$ cat config.mk
export PLATFORM = sky130hd
export DESIGN_NAME = banked_mem_ctrl
export DESIGN_NICKNAME = d
export VERILOG_FILES = /design/src/rtl/banked_mem_ctrl.sv
export SDC_FILE = /design/constraint.sdc
export NUM_CORES = 1
export LEC_CHECK = 0
export CORE_AREA = 10 10 167 169
export DETAILED_ROUTE_END_ITERATION = 10
export DIE_AREA = 0 0 177 179
export DONT_BUFFER_PORTS = 1
export SLEW_MARGIN = 20
export SYNTH_ARGS = -nofsm -noshare
export SYNTH_HDL_FRONTEND = slang
export SYNTH_SLANG_ARGS = --single-unit
$ cat constraint.sdc
create_clock -name clk_pi -period 6.75 [get_ports clk_pi]
set_input_delay 2.025 -clock clk_pi [delete_from_list [all_inputs] [get_ports clk_pi]]
set_output_delay 2.025 -clock clk_pi [all_outputs]
set_load 0.03 [all_outputs]
$ cat src/rtl/banked_mem_ctrl.sv
// rtl/banked_mem_ctrl.sv - multi-bank SRAM controller with per-bank recovery and fixed-latency reads
module banked_mem_ctrl #(
    parameter int NUM_BANKS  = 4,
    parameter int BANK_DEPTH = 8,
    parameter int DATA_W     = 8,
    parameter int RECOVERY   = 1,
    localparam int BANK_W    = $clog2(NUM_BANKS),
    localparam int IDX_W     = $clog2(BANK_DEPTH),
    localparam int ADDR_W    = BANK_W + IDX_W,
    localparam int STRB_W    = DATA_W / 8
) (
    input  logic              clk_pi,
    input  logic              rst_ni,
    input  logic              req_valid_i,
    output logic              req_ready_o,
    input  logic              req_we_i,
    input  logic [ADDR_W-1:0] req_addr_i,
    input  logic [DATA_W-1:0] req_wdata_i,
    input  logic [STRB_W-1:0] req_wstrb_i,
    output logic              rsp_valid_o,
    output logic [DATA_W-1:0] rsp_rdata_o,
    output logic [BANK_W-1:0] rsp_bank_o,
    output logic [15:0]       stall_cnt_o
);

    localparam logic [2:0] REC = 3'(RECOVERY);

    logic [BANK_W-1:0] req_bank;
    logic [IDX_W-1:0]  req_idx;
    logic              accept;

    logic [2:0] busy_q [NUM_BANKS];
    logic [2:0] busy_d [NUM_BANKS];

    logic              s1_valid_q;
    logic              s1_we_q;
    logic [BANK_W-1:0] s1_bank_q;
    logic [IDX_W-1:0]  s1_idx_q;
    logic [DATA_W-1:0] s1_wdata_q;
    logic [STRB_W-1:0] s1_wstrb_q;

    logic [DATA_W-1:0] mem_q [NUM_BANKS][BANK_DEPTH];

    logic              rsp_valid_q, rsp_valid_d;
    logic [DATA_W-1:0] rsp_rdata_q, rsp_rdata_d;
    logic [BANK_W-1:0] rsp_bank_q, rsp_bank_d;
    logic [15:0]       stall_q, stall_d;

    assign req_bank    = req_addr_i[ADDR_W-1:IDX_W];
    assign req_idx     = req_addr_i[IDX_W-1:0];
    assign req_ready_o = rst_ni & (busy_q[req_bank] == 3'd0);
    assign accept      = req_valid_i & req_ready_o;

    // The accepted bank reloads its recovery window; every other bank keeps draining.
    always_comb begin
        for (int b = 0; b < NUM_BANKS; b++) begin
            busy_d[b] = (busy_q[b] != 3'd0) ? busy_q[b] - 3'd1 : 3'd0;
            if (accept && (req_bank == BANK_W'(b))) begin
                busy_d[b] = REC;
            end
        end
    end

    always_ff @(posedge clk_pi) begin
        for (int b = 0; b < NUM_BANKS; b++) begin
            busy_q[b] <= rst_ni ? busy_d[b] : 3'd0;
        end
    end

    always_ff @(posedge clk_pi) begin
        if (!rst_ni) begin
            s1_valid_q <= 1'b0;
        end else begin
            s1_valid_q <= accept;
        end
        if (accept) begin
            s1_we_q    <= req_we_i;
            s1_bank_q  <= req_bank;
            s1_idx_q   <= req_idx;
            s1_wdata_q <= req_wdata_i;
            s1_wstrb_q <= req_wstrb_i;
        end
    end

    // Commit is gated by reset so a request caught in S1 by reset never lands.
    always_ff @(posedge clk_pi) begin
        if (rst_ni && s1_valid_q && s1_we_q) begin
            for (int j = 0; j < STRB_W; j++) begin
                if (s1_wstrb_q[j]) begin
                    mem_q[s1_bank_q][s1_idx_q][8*j +: 8] <= s1_wdata_q[8*j +: 8];
                end
            end
        end
    end

    always_comb begin
        rsp_valid_d = s1_valid_q & ~s1_we_q;
        rsp_rdata_d = '0;
        rsp_bank_d  = '0;
        if (rsp_valid_d) begin
            rsp_rdata_d = mem_q[s1_bank_q][s1_idx_q];
            rsp_bank_d  = s1_bank_q;
        end
    end

    always_comb begin
        stall_d = stall_q;
        if (req_valid_i && !req_ready_o && (stall_q != 16'hFFFF)) begin
            stall_d = stall_q + 16'd1;
        end
    end

    always_ff @(posedge clk_pi) begin
        if (!rst_ni) begin
            rsp_valid_q <= 1'b0;
            rsp_rdata_q <= '0;
            rsp_bank_q  <= '0;
            stall_q     <= 16'd0;
        end else begin
            rsp_valid_q <= rsp_valid_d;
            rsp_rdata_q <= rsp_rdata_d;
            rsp_bank_q  <= rsp_bank_d;
            stall_q     <= stall_d;
        end
    end

    assign rsp_valid_o = rsp_valid_q;
    assign rsp_rdata_o = rsp_rdata_q;
    assign rsp_bank_o  = rsp_bank_q;
    assign stall_cnt_o = stall_q;

endmodule
# After elaboration in Yosys (flattened, before gate mapping)
# Memories as Yosys holds them, arrays and structs flattened. A register that Yosys moved wholly into a read port is not among the register bits.
# Cells that the tools add are included.
dict set report op_classes {
  mux 21
  n_reduce_logical 17
  eq_ne 4
  n_bitwise 5
  n_lt_le_gt_ge 2
  add_sub_neg 5
}
# cell count
set ops {}
lappend ops {{two-way mux 64 bit} 1}
lappend ops {{two-way mux 3 bit} 12}
lappend ops {{binary-select mux 8 bit (select 3 bit)} 1}
lappend ops {{demux 8 bit (select 3 bit)} 1}
lappend ops {{two-way mux 8 bit} 3}
lappend ops {{adder 16 x 1 -> 16 bit, second input constant} 1}
lappend ops {{inequality test 16 bit, second input constant} 1}
lappend ops {{nonzero test 3 bit} 4}
lappend ops {{subtractor 3 x 1 -> 3 bit, second input constant} 4}
lappend ops {{logical AND 1 bit} 9}
lappend ops {{== test 2 bit, second input constant} 2}
lappend ops {{greater-or-equal comparator 4 bit, second input constant} 1}
lappend ops {{< comparator 4 x 1 -> 1 bit, second input constant} 1}
lappend ops {{NOT 3 -> 4 bit} 1}
lappend ops {{AND 1 bit} 3}
lappend ops {{logical NOT 3 bit} 1}
lappend ops {{== test 2 x 1 -> 1 bit, second input constant} 1}
lappend ops {{logical NOT 2 bit} 1}
lappend ops {{two-way mux 1 bit} 2}
lappend ops {{two-way mux 2 bit} 1}
lappend ops {{AND reduction 2 bit} 1}
lappend ops {{logical NOT 1 bit} 1}
lappend ops {{NOT 1 bit} 1}
dict set report totals {
  reg_bits 43
  in_bits 18
  ram_bits 268
  out_inout_bits 28
  mem_count 2
}
# memory words width rd rd_ports_with_merged_regs write_ports line
set memory_table {}
lappend memory_table {mem_q 4 64 1 1 1 42} ;# logic [DATA_W-1:0] mem_q [NUM_BANKS][BANK_DEPTH];
lappend memory_table {busy_q 4 3 5 0 4 32} ;# logic [2:0] busy_q [NUM_BANKS];

# Depth between registers and ports, before layout
# An unclocked memory read counts as a cell.
dict set report depth {
  ltp_word 7
  depth_mapped 7
  ltp_nobuf 6
}

# Worst setup path before layout
# Ideal clock, no wire load.
dict set report synth_path {
  path_type {input to output}
  from {input req_addr_i[4]}
  to {output req_ready_o}
  stages 4
  required_time_ns 4.725
  slack_ns 1.547
  t_arrival_ns 3.178
  n_path_buf 1
  path_cell_list {or4_2 a211oi_2 or2_4 buf_6}
}
dict set report synth_between {
  elab_chain_len 3
}
# element line
set synth_rtl {}
lappend synth_rtl {{start, declared} 17} ;# input logic [ADDR_W-1:0] req_addr_i,
lappend synth_rtl {{memory (4 x 3 bit)} n/a}
lappend synth_rtl {{logical NOT 3 bit} 51} ;# assign req_ready_o = rst_ni & (busy_q[req_bank] == 3'd0);
lappend synth_rtl {{AND 1 bit} 51}
lappend synth_rtl {{end, declared} 15} ;# output logic req_ready_o,
# No other way between the ends.

# Final worst setup path
# Ends and elaborated chain as after synthesis.

==> results summary <==
The flow ran to the end, and the final reports show no timing, DRC or antenna violations. The worst-case IR drop observed on VDD is 0.2341 mV. The largest net degree at the start of global routing is 65. The horizontal extent of the die is 177 um. Based on the critical path, the design can be clocked at up to 190.7 MHz.

The most area-hungry cell type in the Yosys netlist is edfxtp_1. The number of nets in the finished design is 693. The worst setup path is launched from an input pin. Compared with the post-synthesis result, the final layout area differs by 11.62%. The iteration count of the initial detailed-routing pass is 5. The sequential cell area in the final layout came out at 8984 um2. The area share of the largest cell type after synthesis is 0.6760.

The standard cell core area came out at 24750 um2. Synthesis instantiated 47 different standard cells from the library. In this run the number of H-tree levels came out at 1.

The critical-path maximum fanout came out at 14. The data arrival time of the critical path is 3.22 ns. The worst hold endpoint is busy_q[0][0]. The synthesized design contains 271 enable-type register cells. The top-level I/O count is 46.

Each instance of the synthesized netlist takes up on average 18.41 um2. The power per standard cell area is 320.8 nW/um2. The share of total power dissipated in the clock network is 0.390. 0 antenna diodes ended up in the layout.

The synthesized net count is 681. The height of the chip is 179 um. Clock latency on the worst-skew pair, taken at its later pin, is 0.56 ns. Synthesis produced a netlist whose cell count is 654. The largest buffer count on any clock path came out at 3. The kind of critical path is input pin to output pin. The cell-internal power is 0.003338 W. The combinational share of power came out at 0.089. The top flip-flop cell by instance count after synthesis is edfxtp_1. The multi-input combinational cell area came out at 2830 um2.

The routability congestion estimate came out at 0.7795. The pin slew with the least headroom to its limit came out at 1.106 ns. In this run the core area contains 58 standard-cell rows.

The mapped netlist covers 12040 um2. The number of antenna violations at the first check in global routing came out at 0. The total power of the final layout is 0.004311 W. In this run, post-CTS repair resized a total of 0 instances. The overall fraction of global-route tracks in use came out at 0.1529. The data required time at the worst endpoint is 4.72 ns.

The CTS tree is done. The hold-critical path depth came out at 1. The flip-flop and latch count after synthesis is 313. For this design the total switching power over the nets is 0.0009734 W. The port buffer count is 0. The number of remaining DRC errors is 0. The final critical-path required period is 5.244 ns.

In the routed layout, each cell is associated on average with a via count of 5.870. The path class of the tightest hold or removal check is flop to flop. The number of buffers inserted by hold repair at cts is 0.

Of the total power, the share spent switching nets is 0.2258. The startpoint identified for the worst hold timing path is busy_q[0][0]. In the layout the commonest cells are edfxtp_1 (271), mux4_2 (64), dfxtp_1 (40).

The average wire length per cell after detail routing came out at 23.41 um. The portion of the post-synthesis area used by sequential elements is 0.7458. The detail route stage leaves a number of antenna-violating nets equal to 0. The max capacitance violation total is 0. In this run, CTS created clock tree buffers numbering 31.

The number of setup buffers added after CTS came out at 0. CTS placed an instance of clkbuf_16 at the clock tree root. The worst setup path is captured at an output pin. The clock slew at the register clock pins of the worst setup and hold paths is 0.06 ns. The final routed wirelength across all metal layers came out at 23.86 mm. For this block, the initial DRC count from the detailed router was 520. The floorplan step defined a die boundary enclosing 31680 um2. The number of failing setup endpoints in the final timing report came out at 0. The total of warnings raised by yosys came out at 0.

The filler cells instantiated in the layout total 1905. The final number of hold-violating endpoints came out at 0. The sequential group share of total power is 0.520. The static leakage came out at 4.213 nW.

The register-to-register path setup slack is 3.76 ns. The wire-length estimate of the detail-placed layout is 14.94 mm. The TritonCTS sink count came out at 313. The capture instance of the worst register-to-register path is rsp_rdata_o[6]. Setup repair after global routing left no endpoint under its margin. The first-pass GRT wire length is 37.40 mm. The max-slew violation count is 0. After synthesis, the cell types taking the most area are edfxtp_1 (68%), mux4_2 (12%), dfxtp_1 (7.0%), nor2_1 (1.2%), a22oi_1 (0.94%). The initial core utilization came out at 0.4865. The number of vias in the routed layout is 5982.

Of the available clock period, the critical path in the final layout requires 0.7769. The library cell used most frequently in the layout, excluding fill and tap cells, is edfxtp_1. The remaining global-route overflow is 0. The relative max-transition margin came out at 0.2627. The number of cells on the worst reg-to-reg path came out at 4.

The worst setup skew after layout came out at 0.01575 ns. The accumulated negative setup slack is 0 ns. The via count of the first global-routing pass is 6285. The share of synthesized registers carrying an async set or reset is 0.

The fraction of layout instances using a drive strength above 1 is 0.1916.
[power groups by stage]
stage | Clock [W] | Combinational (W) | Sequential (W)
global placement | 0 | 0.000351 | 0.00230
detailed placement | 0 | 0.000367 | 0.00231
finish | 0.00168 | 0.000385 | 0.00224
floorplan | 0 | 0.000315 | 0.00224
global route | 0.00179 | 0.000430 | 0.00226
CTS | 0.00172 | 0.000369 | 0.00226
[registers in the layout (all words and copies together), names as in the netlist, named ones only]
| name | cells |
|---|---|
| busy_q | 12 |
| stall_cnt_o | 16 |
| rsp_valid_o | 1 |
| s1_bank_q | 2 |
| rsp_rdata_o | 8 |
| s1_we_q | 1 |
| s1_wdata_q | 8 |
| s1_valid_q | 1 |
| s1_idx_q | 3 |
| mem_q | 256 |
| rsp_bank_o | 2 |
| s1_wstrb_q | 1 |
[area by class of cell]
cell class                 count  share of cell area
clock inverter                20             0.01508
timing repair buffer           9            0.008380
inverter                      27            0.007542
sequential                   313              0.6685
tap                          330             0.03073
multi-input combinational    284              0.2106
clock buffer                  36             0.05912
[routing by layer]
layer  up-vias  track usage  part of all wire
met5         -            0                 0
met4         0      0.04168             0.024
met3        47      0.04086             0.079
met2       202       0.2462              0.47
met1      3062       0.2018              0.42
li1       2671            -                 -
[synth_stat cells, types with 3 or more instances]
master / n
a21oi_1: 9
a221oi_1: 8
a22oi_1: 15
a31oi_1: 9
and2_1: 5
buf_1: 3
buf_2: 8
clkbuf_1: 15
dfxtp_1: 42
edfxtp_1: 271
ha_1: 9
inv_1: 27
mux2i_1: 3
mux4_2: 64
nand2_1: 20
nand2b_1: 10
nand3_1: 12
nand4_1: 9
nor2_1: 39
nor3_1: 11
nor3b_1: 3
o21ai_0: 9
o21bai_1: 3
o311ai_0: 3
o31ai_1: 8
o41ai_1: 3
or2_2: 3
or4_1: 9
[worst max-delay path, stage by stage]
cell and delay (ns):
or4_2 0.56, a211oi_2 0.30, or2_4 0.33
[through the flow]
| step | cell area, um2 | cells | hold slack, ns | worst slack [ns] | util |
|---|---|---|---|---|---|
| finish | 13440 | 1019 | 0.4770 | 1.506 | 0.5430 |
| global route | 13440 | 1019 | 0.5002 | 1.445 | 0.5430 |
| CTS | 13350 | 1013 | 0.4824 | 1.511 | 0.5394 |
| detailed placement | 12350 | 957 | 0.4713 | 1.516 | 0.4991 |
| global placement | 12340 | 957 | 0.4561 | 1.538 | 0.4987 |
| floorplan | 12040 | 654 | 0.4316 | 1.547 | - |
[how the worst max path moves through the flow]
stage                             start          end  slack, ns  cells past startpoint
after CTS                 req_addr_i[4]  req_ready_o       1.51                      3
final                     req_addr_i[4]  req_ready_o       1.51                      3
after global routing      req_addr_i[4]  req_ready_o       1.44                      3
after global placement    req_addr_i[4]  req_ready_o       1.54                      3
after floorplan           req_addr_i[4]  req_ready_o       1.55                      4
after detailed placement  req_addr_i[4]  req_ready_o       1.52                      3
[kinds of logic after synthesis]
kind of cell,Yosys count,share of synthesized area
AO/OA/AOI/OAI,72,0.04272
flip-flops,313,0.7458
AND/OR/NAND/NOR,134,0.05810
adder cells (fa/ha/maj),9,0.009354
multiplexers,69,0.1241
buffers and inverters,57,0.01995
No activity file was read; power rests on OpenSTA's default activity.
